$ cat src/rtl/lcd_scroller.sv
// lcd_scroller: message sequencer feeding the eight Bitmap inputs of the
// VIM828 LCD driver. A host loads up to MAX_LEN 15-bit segment bitmaps and
// then shows them as a static window or as a timed left-scrolling window.
// Optional feature macro: LCD_SCROLLER_TAIL_EN (scroll every message fully
// off the left edge with blank fill).
module lcd_scroller #(
  parameter int CLOCK_HZ  = 1_000_000,
  parameter int SCROLL_US = 250_000,
  parameter int MAX_LEN   = 32
) (
  input  logic        Clock,
  input  logic        Reset,
  input  logic [14:0] WrData_i,
  input  logic        WrValid_i,
  output logic        WrReady_o,
  input  logic        Clear_i,
  input  logic        Start_i,
  input  logic        Stop_i,
  input  logic        Loop_i,
  output logic        Busy_o,
  output logic        Done_o,
  output logic [14:0] Bitmap7_o,
  output logic [14:0] Bitmap6_o,
  output logic [14:0] Bitmap5_o,
  output logic [14:0] Bitmap4_o,
  output logic [14:0] Bitmap3_o,
  output logic [14:0] Bitmap2_o,
  output logic [14:0] Bitmap1_o,
  output logic [14:0] Bitmap0_o
);

  localparam int STEP_TICKS = CLOCK_HZ / 1_000_000 * SCROLL_US;
  localparam int CW = $clog2(MAX_LEN + 1);
  localparam int AW = $clog2(MAX_LEN);
  localparam int TW = (STEP_TICKS > 1) ? $clog2(STEP_TICKS) : 1;

  typedef enum logic [0:0] {
    S_IDLE   = 1'b0,
    S_SCROLL = 1'b1
  } state_t;

  state_t        state_q, state_d;
  logic [CW-1:0] len_q, len_d;
  logic [CW-1:0] pos_q, pos_d;
  logic [TW-1:0] timer_q, timer_d;
  logic          done_q, done_d;
  // refresh_q requests a window reload from the (already updated) Pos/Len
  logic          refresh_q, refresh_d;
  logic [14:0]   buf_q [MAX_LEN];
  logic [14:0]   bitmap_q [8];
  logic [14:0]   win_s [8];
  logic          wr_en_s;
  logic [CW-1:0] last_pos_s;
  logic          wrap_s;

  assign WrReady_o = (state_q == S_IDLE) && (len_q < CW'(MAX_LEN)) && !Clear_i;
  assign wr_en_s   = WrValid_i && WrReady_o;
  assign wrap_s    = (timer_q == TW'(STEP_TICKS - 1));
`ifdef LCD_SCROLLER_TAIL_EN
  assign last_pos_s = len_q;
`else
  assign last_pos_s = len_q - CW'(8);
`endif

  assign Busy_o    = (state_q == S_SCROLL);
  assign Done_o    = done_q;
  assign Bitmap7_o = bitmap_q[7];
  assign Bitmap6_o = bitmap_q[6];
  assign Bitmap5_o = bitmap_q[5];
  assign Bitmap4_o = bitmap_q[4];
  assign Bitmap3_o = bitmap_q[3];
  assign Bitmap2_o = bitmap_q[2];
  assign Bitmap1_o = bitmap_q[1];
  assign Bitmap0_o = bitmap_q[0];

  // Window selection: digit 7-k shows entry Pos+k, blank past the message end
  always_comb begin : win_comb
    logic [CW:0] idx;
    for (int k = 0; k < 8; k++) begin
      idx = {1'b0, pos_q} + (CW+1)'(k);
      if (idx < {1'b0, len_q}) begin
        win_s[7-k] = buf_q[idx[AW-1:0]];
      end else begin
        win_s[7-k] = 15'd0;
      end
    end
  end

  // Next-state logic for the IDLE/SCROLL sequencer, counters and Done pulse
  always_comb begin
    state_d   = state_q;
    len_d     = len_q;
    pos_d     = pos_q;
    timer_d   = timer_q;
    done_d    = 1'b0;
    refresh_d = 1'b0;
    case (state_q)
      S_IDLE: begin
        if (Clear_i) begin
          len_d = {CW{1'b0}};
        end else begin
          // a write in the same cycle as Start is counted by that Start
          if (wr_en_s) begin
            len_d = len_q + CW'(1);
          end else begin
            len_d = len_q;
          end
          if (Start_i && (len_d != {CW{1'b0}})) begin
            pos_d     = {CW{1'b0}};
            refresh_d = 1'b1;
`ifdef LCD_SCROLLER_TAIL_EN
            timer_d = {TW{1'b0}};
            state_d = S_SCROLL;
`else
            if (len_d <= CW'(8)) begin
              done_d = 1'b1;
            end else begin
              timer_d = {TW{1'b0}};
              state_d = S_SCROLL;
            end
`endif
          end else begin
            pos_d = pos_q;
          end
        end
      end
      S_SCROLL: begin
        if (Stop_i) begin
          state_d = S_IDLE;
        end else if (wrap_s) begin
          timer_d = {TW{1'b0}};
          if (pos_q == last_pos_s) begin
            done_d = 1'b1;
            if (Loop_i) begin
              pos_d     = {CW{1'b0}};
              refresh_d = 1'b1;
            end else begin
              state_d = S_IDLE;
            end
          end else begin
            pos_d     = pos_q + CW'(1);
            refresh_d = 1'b1;
          end
        end else begin
          timer_d = timer_q + TW'(1);
        end
      end
      default: begin
        state_d = S_IDLE;
      end
    endcase
  end

  // State, counters, Done pulse and registered window outputs
  always_ff @(posedge Clock) begin
    if (Reset) begin
      state_q   <= S_IDLE;
      len_q     <= {CW{1'b0}};
      pos_q     <= {CW{1'b0}};
      timer_q   <= {TW{1'b0}};
      done_q    <= 1'b0;
      refresh_q <= 1'b0;
      for (int k = 0; k < 8; k++) begin
        bitmap_q[k] <= 15'd0;
      end
    end else begin
      state_q   <= state_d;
      len_q     <= len_d;
      pos_q     <= pos_d;
      timer_q   <= timer_d;
      done_q    <= done_d;
      refresh_q <= refresh_d;
      if (refresh_q) begin
        for (int k = 0; k < 8; k++) begin
          bitmap_q[k] <= win_s[k];
        end
      end
    end
  end

  // Message buffer storage; Len bounds the valid entries, so no reset needed
  always_ff @(posedge Clock) begin
    if (!Reset && wr_en_s) begin
      buf_q[len_q[AW-1:0]] <= WrData_i;
    end
  end

endmodule

$ cat config.mk
export PLATFORM = sky130hd
export DESIGN_NAME = lcd_scroller
export DESIGN_NICKNAME = d
export VERILOG_FILES = /design/src/rtl/lcd_scroller.sv
export SDC_FILE = /design/constraint.sdc
export NUM_CORES = 2
export LEC_CHECK = 0
export CAP_MARGIN = 20
export CELL_PAD_IN_SITES_DETAIL_PLACEMENT = 1
export CELL_PAD_IN_SITES_GLOBAL_PLACEMENT = 1
export CORE_MARGIN = 2
export CORE_UTILIZATION = 50
export CTS_BUF_LIST = sky130_fd_sc_hd__clkbuf_4 sky130_fd_sc_hd__clkbuf_8
export CTS_CLUSTER_DIAMETER = 60
export CTS_CLUSTER_SIZE = 25
export DETAILED_ROUTE_END_ITERATION = 10
export PLACE_DENSITY = 0.86
export SLEW_MARGIN = 30
export SYNTH_ARGS = -nofsm -noshare
export SYNTH_HDL_FRONTEND = slang
export SYNTH_SLANG_ARGS = --single-unit
$ cat constraint.sdc
create_clock -name Clock -period 5.7 [get_ports Clock]
set_input_delay 1.14 -clock Clock [delete_from_list [all_inputs] [get_ports Clock]]
set_output_delay 1.14 -clock Clock [all_outputs]
set_load 0.05 [all_outputs]
==> impl_table.tex <==
\begin{tabular}{lr}
\hline
Metric & Value \\
\hline
\multicolumn{2}{l}{\textbf{Yosys}} \\
\quad Post-synthesis sequential element count & 638 \\
\quad Commonest register cell after synthesis & edfxtp\_1 \\
\quad Number of flops mapped to enable cells by yosys & 600 \\
\quad Post-Syn Area per Cell & 18.4 um2 \\
\quad Syn nets & 2,416 \\
\quad Fraction of registers with async set or reset after synthesis & 0\% \\
\quad Distinct cell type count after synthesis & 67 \\
\quad Post-Synthesis Cells & 2,335 \\
\quad Number of warnings issued by yosys & 0 \\
\quad Post-Syn Area & 0.0429 mm2 \\
\quad Fraction of the yosys area taken by sequential cells & 43.7\% \\
\multicolumn{2}{l}{\textbf{Setup path}} \\
\quad Kind of cell adding the most delay to the critical path & compound AO/OA/AOI/OAI gates \\
\quad Number of cells on the worst reg-to-reg path & 11 \\
\quad Reg2reg setup slack & 1.32 ns \\
\quad Startpoint of the lowest-slack register-to-register path & pos\_q[1] \\
\quad Startpoint-to-endpoint class of the critical path & reg2reg \\
\quad Critical path's slowest cell & dfxtp\_4 \\
\quad Critical-path maximum fanout & 34 \\
\quad CP Data Required Time & 6.29 ns \\
\quad Worst path bufs/invs & 2 \\
\quad Delay of the slowest cell on the worst path & 0.71 ns \\
\quad Worst Path Arrival & 4.97 ns \\
\quad Cell-by-cell trace of the critical path & inv\_1 > ha\_2 > a21boi\_0 > nor2\_1 > xor2\_1 > ha\_1 > a2111oi\_0 > o21ai\_1 > nor2\_2 > buf\_4 > a22o\_1 \\
\quad Worst setup EP type & flip-flop \\
\quad End of the worst register-to-register path & bitmap\_q[0][4] \\
\quad Worst Setup Start Kind & flip-flop \\
\multicolumn{2}{l}{\textbf{Floorplanning}} \\
\quad Row count & 107 \\
\quad Die area & 0.0882 mm2 \\
\quad Die Ht & 297 um \\
\quad Die boundary width & 297 um \\
\quad Core region area & 0.0851 mm2 \\
\quad Initial Utilization & 50.4\% \\
\quad IO Pins & 145 \\
\multicolumn{2}{l}{\textbf{Timing}} \\
\quad Final Critical Period & 4.38 ns \\
\quad Final slew viol count & 0 \\
\quad Fmax & 0.228 GHz \\
\quad Unrepaired setup endpoints after global routing & false \\
\quad Final Hold Violating Endpoints & 0 \\
\quad Max transition margin & 24.5\% \\
\quad Aggregate negative setup slack & 0 ns \\
\quad Slew at the pin closest to its max-slew limit & 1.13 ns \\
\quad Final worst path period share & 76.8\% \\
\quad Clock skew after layout & 0.0628 ns \\
\quad Worst hold margin & 0.516 ns \\
\quad Total of endpoints with negative setup slack in the final report & 0 \\
\multicolumn{2}{l}{\textbf{Power and ir drop}} \\
\quad Fraction of power spent switching nets & 27.1\% \\
\quad Power spent charging and discharging nets & 2.39 mW \\
\quad PD cells & 186 mW/mm2 \\
\quad Overall power after layout & 8.81 mW \\
\quad Flop pwr share & 58.9\% \\
\quad Worst-case vdd ir drop & 0.185 mV \\
\quad Portion of total power attributed to the clock network & 36.4\% \\
\quad Design internal power & 6.42 mW \\
\quad Static Leakage & 13.7 nW \\
\quad Logic gate share of total power & 4.7\% \\
\multicolumn{2}{l}{\textbf{Cells and area}} \\
\quad Footprint of the multi-input gates & 0.0233 mm2 \\
\quad Synthesis-to-finish area growth & 10.2\% \\
\quad FF+latch area & 0.0188 mm2 \\
\quad Fill cell total of the finished layout & 7,493 \\
\quad Layout Nets & 2,482 \\
\quad Final Core Density & 55.6\% \\
\quad Fraction of layout instances using a drive strength above 1 & 46.9\% \\
\quad Count of placed standard cells in the final layout, fillers left out & 3,599 \\
\multicolumn{2}{l}{\textbf{Routing}} \\
\quad Vias per inst & 8.54 \\
\quad Per-cell routed wire length & 46.2 um \\
\quad Drc violations & 0 \\
\quad Detailed-route wire length & 166,000 um \\
\quad Number of nets with antenna violations after routing & 0 \\
\quad Number of vias after detailed routing & 30,700 \\
\quad Detailed-router iteration count before antenna repair & 8 \\
\quad Iter 0 DRT Violations & 5,961 \\
\multicolumn{2}{l}{\textbf{CTS}} \\
\quad Sink Count & 638 \\
\quad Root Buffer & clkbuf\_8 \\
\quad Later-pin clock latency in the skew report & 0.79 ns \\
\quad Cts-stage hold buffer count & 0 \\
\quad \# H-tree levels & 2 \\
\quad Number of CTS-inserted buffers & 53 \\
\quad Post-cts repair resize count & 0 \\
\quad Clk slew on worst S/H paths & 0.12 ns \\
\quad Setup fix buffers added after clock tree synthesis & 0 \\
\quad CTS tree & done \\
\quad Largest buffer count on any clock path & 3 \\
\multicolumn{2}{l}{\textbf{Placement}} \\
\quad HPWL after detailed placement & 110,000 um \\
\quad Placer Congestion & 0.990 \\
\quad Number of cells in the design after placement & 3,486 \\
\quad Number of buffers inserted by port buffering & 144 \\
\multicolumn{2}{l}{\textbf{Hold path}} \\
\quad Hold WC Path Type & reg2reg \\
\quad Hold Crit Endpoint & timer\_q[17] \\
\quad Depth of the worst hold-timing path & 1 \\
\quad Worst Hold Launch & timer\_q[17] \\
\multicolumn{2}{l}{\textbf{GRT}} \\
\quad Initial antenna violation count & 12 \\
\quad Global-route wire length before repair & 236,000 um \\
\quad Tot GR Track Use & 37.7\% \\
\quad Pin count of the biggest net entering global routing & 146 \\
\quad Via count of the first global-routing pass & 31,100 \\
\quad Aggregate global routing overflow & 0 \\
\multicolumn{2}{l}{\textbf{Run status}} \\
\quad Result of the run & finished, final reports clean \\
\multicolumn{2}{l}{\textbf{Job}} \\
\quad Max cap viols & 0 \\
\hline
\end{tabular}
-- cell usage after synthesis (6+ instances only) --
cell type	n	area share (%)
o21ai_1	6	0.070
dfxtp_1	38	1.8
buf_2	90	1.0
a211oi_1	7	0.12
nor3_1	52	0.61
ha_1	59	1.7
xor2_1	11	0.22
nand2b_1	10	0.15
a311oi_2	10	0.35
inv_1	25	0.22
nand2_1	46	0.40
o21ai_0	12	0.14
nand3_1	15	0.17
mux4_2	840	44
a22o_1	82	1.7
edfxtp_1	600	42
clkbuf_1	83	0.73
nand4_1	6	0.087
and3_1	8	0.12
buf_1	40	0.35
a31oi_1	8	0.12
nor2_1	159	1.4
a21oi_1	27	0.31
xnor2_1	12	0.24
-- metal layers --
layer / routed length, um / GRT usage (%)
met2: 74500 / 55.7
met1: 48600 / 44.9
met3: 27100 / 14.4
met5: 88 / 0
met4: 15900 / 28.4
-- worst max-delay path by stage --
stage,startpoint,end,slack [ns],cells past startpoint
2_1_floorplan,pos_q[1],bitmap_q[1][10],1.53,16
3_3_place_gp,Clear_i,buf_q[18][12],1.01,5
3_5_place_dp,Clear_i,buf_q[30][2],0.96,5
4_1_cts,pos_q[0],bitmap_q[1][14],1.55,10
5_1_grt,pos_q[1],bitmap_q[0][11],1.10,11
6_report,pos_q[1],bitmap_q[0][4],1.32,11
-- power by group through the flow --
stage | logic, mW | clock network, mW | registers (mW)
after global routing | 0.426 | 3.35 | 5.19
after CTS | 0.413 | 3.19 | 5.19
final | 0.417 | 3.20 | 5.19
after floorplan | 0.0700 | 0 | 5.43
after detailed placement | 0.411 | 0 | 5.29
after global placement | 0.401 | 0 | 5.29
-- flip-flops by register name (all words and copies together) (netlist names), named ones only --
register / flops
refresh_q: 1
Busy_o: 1
Done_o: 1
len_q: 6
bitmap_q: 120
pos_q: 6
timer_q: 18
buf_q: 480
-- stage by stage --
stage	setup WS [ns]	instance area (um2)
3_5_place_dp	0.963	45800
4_1_cts	1.55	47200
3_3_place_gp	1.01	45800
5_1_grt	1.10	47300
2_1_floorplan	1.53	42900
6_report	1.32	47300
-- cell usage in the layout (no fill, tap or decap), types with 5 or more instances in the layout --
| cell | instances |
|---|---|
| buf_2 | 12 |
| a311oi_2 | 10 |
| nand2b_1 | 10 |
| nor2_4 | 11 |
| buf_16 | 5 |
| diode_2 | 10 |
| inv_12 | 8 |
| ha_1 | 57 |
| buf_12 | 9 |
| a22o_1 | 82 |
| clkdlybuf4s50_1 | 132 |
| inv_8 | 9 |
| a21oi_1 | 25 |
| buf_4 | 75 |
| a31oi_1 | 8 |
| nor3_1 | 52 |
| clkbuf_8 | 55 |
| clkinv_8 | 6 |
| xnor2_2 | 6 |
| edfxtp_1 | 600 |
| nand4_1 | 6 |
| a211oi_1 | 7 |
| nand2_1 | 46 |
| o21ai_0 | 12 |
| and3_1 | 8 |
| nor2_2 | 28 |
| mux4_2 | 840 |
| nand3_1 | 15 |
| dfxtp_1 | 31 |
| xor2_1 | 6 |
| nor2_1 | 120 |
| xnor2_1 | 6 |
| a21o_1 | 5 |
| inv_1 | 23 |
-- cell families (layout without fill, tap and decap cells) --
family | after synthesis | after routing | synth area share [%]
flip-flops | 638 | 638 | 43.7
AND/OR/NAND/NOR | 326 | 326 | 3.52
buffers and inverters | 253 | 363 | 2.63
AO/OA/AOI/OAI | 193 | 193 | 3.73
multiplexers | 842 | 842 | 44.1
XOR/XNOR | 24 | 24 | 0.525
adder cells (fa/ha/maj) | 59 | 59 | 1.72
other | 0 | 10 | 0
-- layout make-up --
type                    count  area share [%]
well taps                1144            3.03
inverters                  30           0.238
multi-input cells        1444            49.3
clock inverters            42            1.20
clock buffers              57            1.63
diodes                     10          0.0529
flip-flops and latches    638            39.7
repair buffers            234            4.80
No activity file was read; power rests on OpenSTA's default activity.
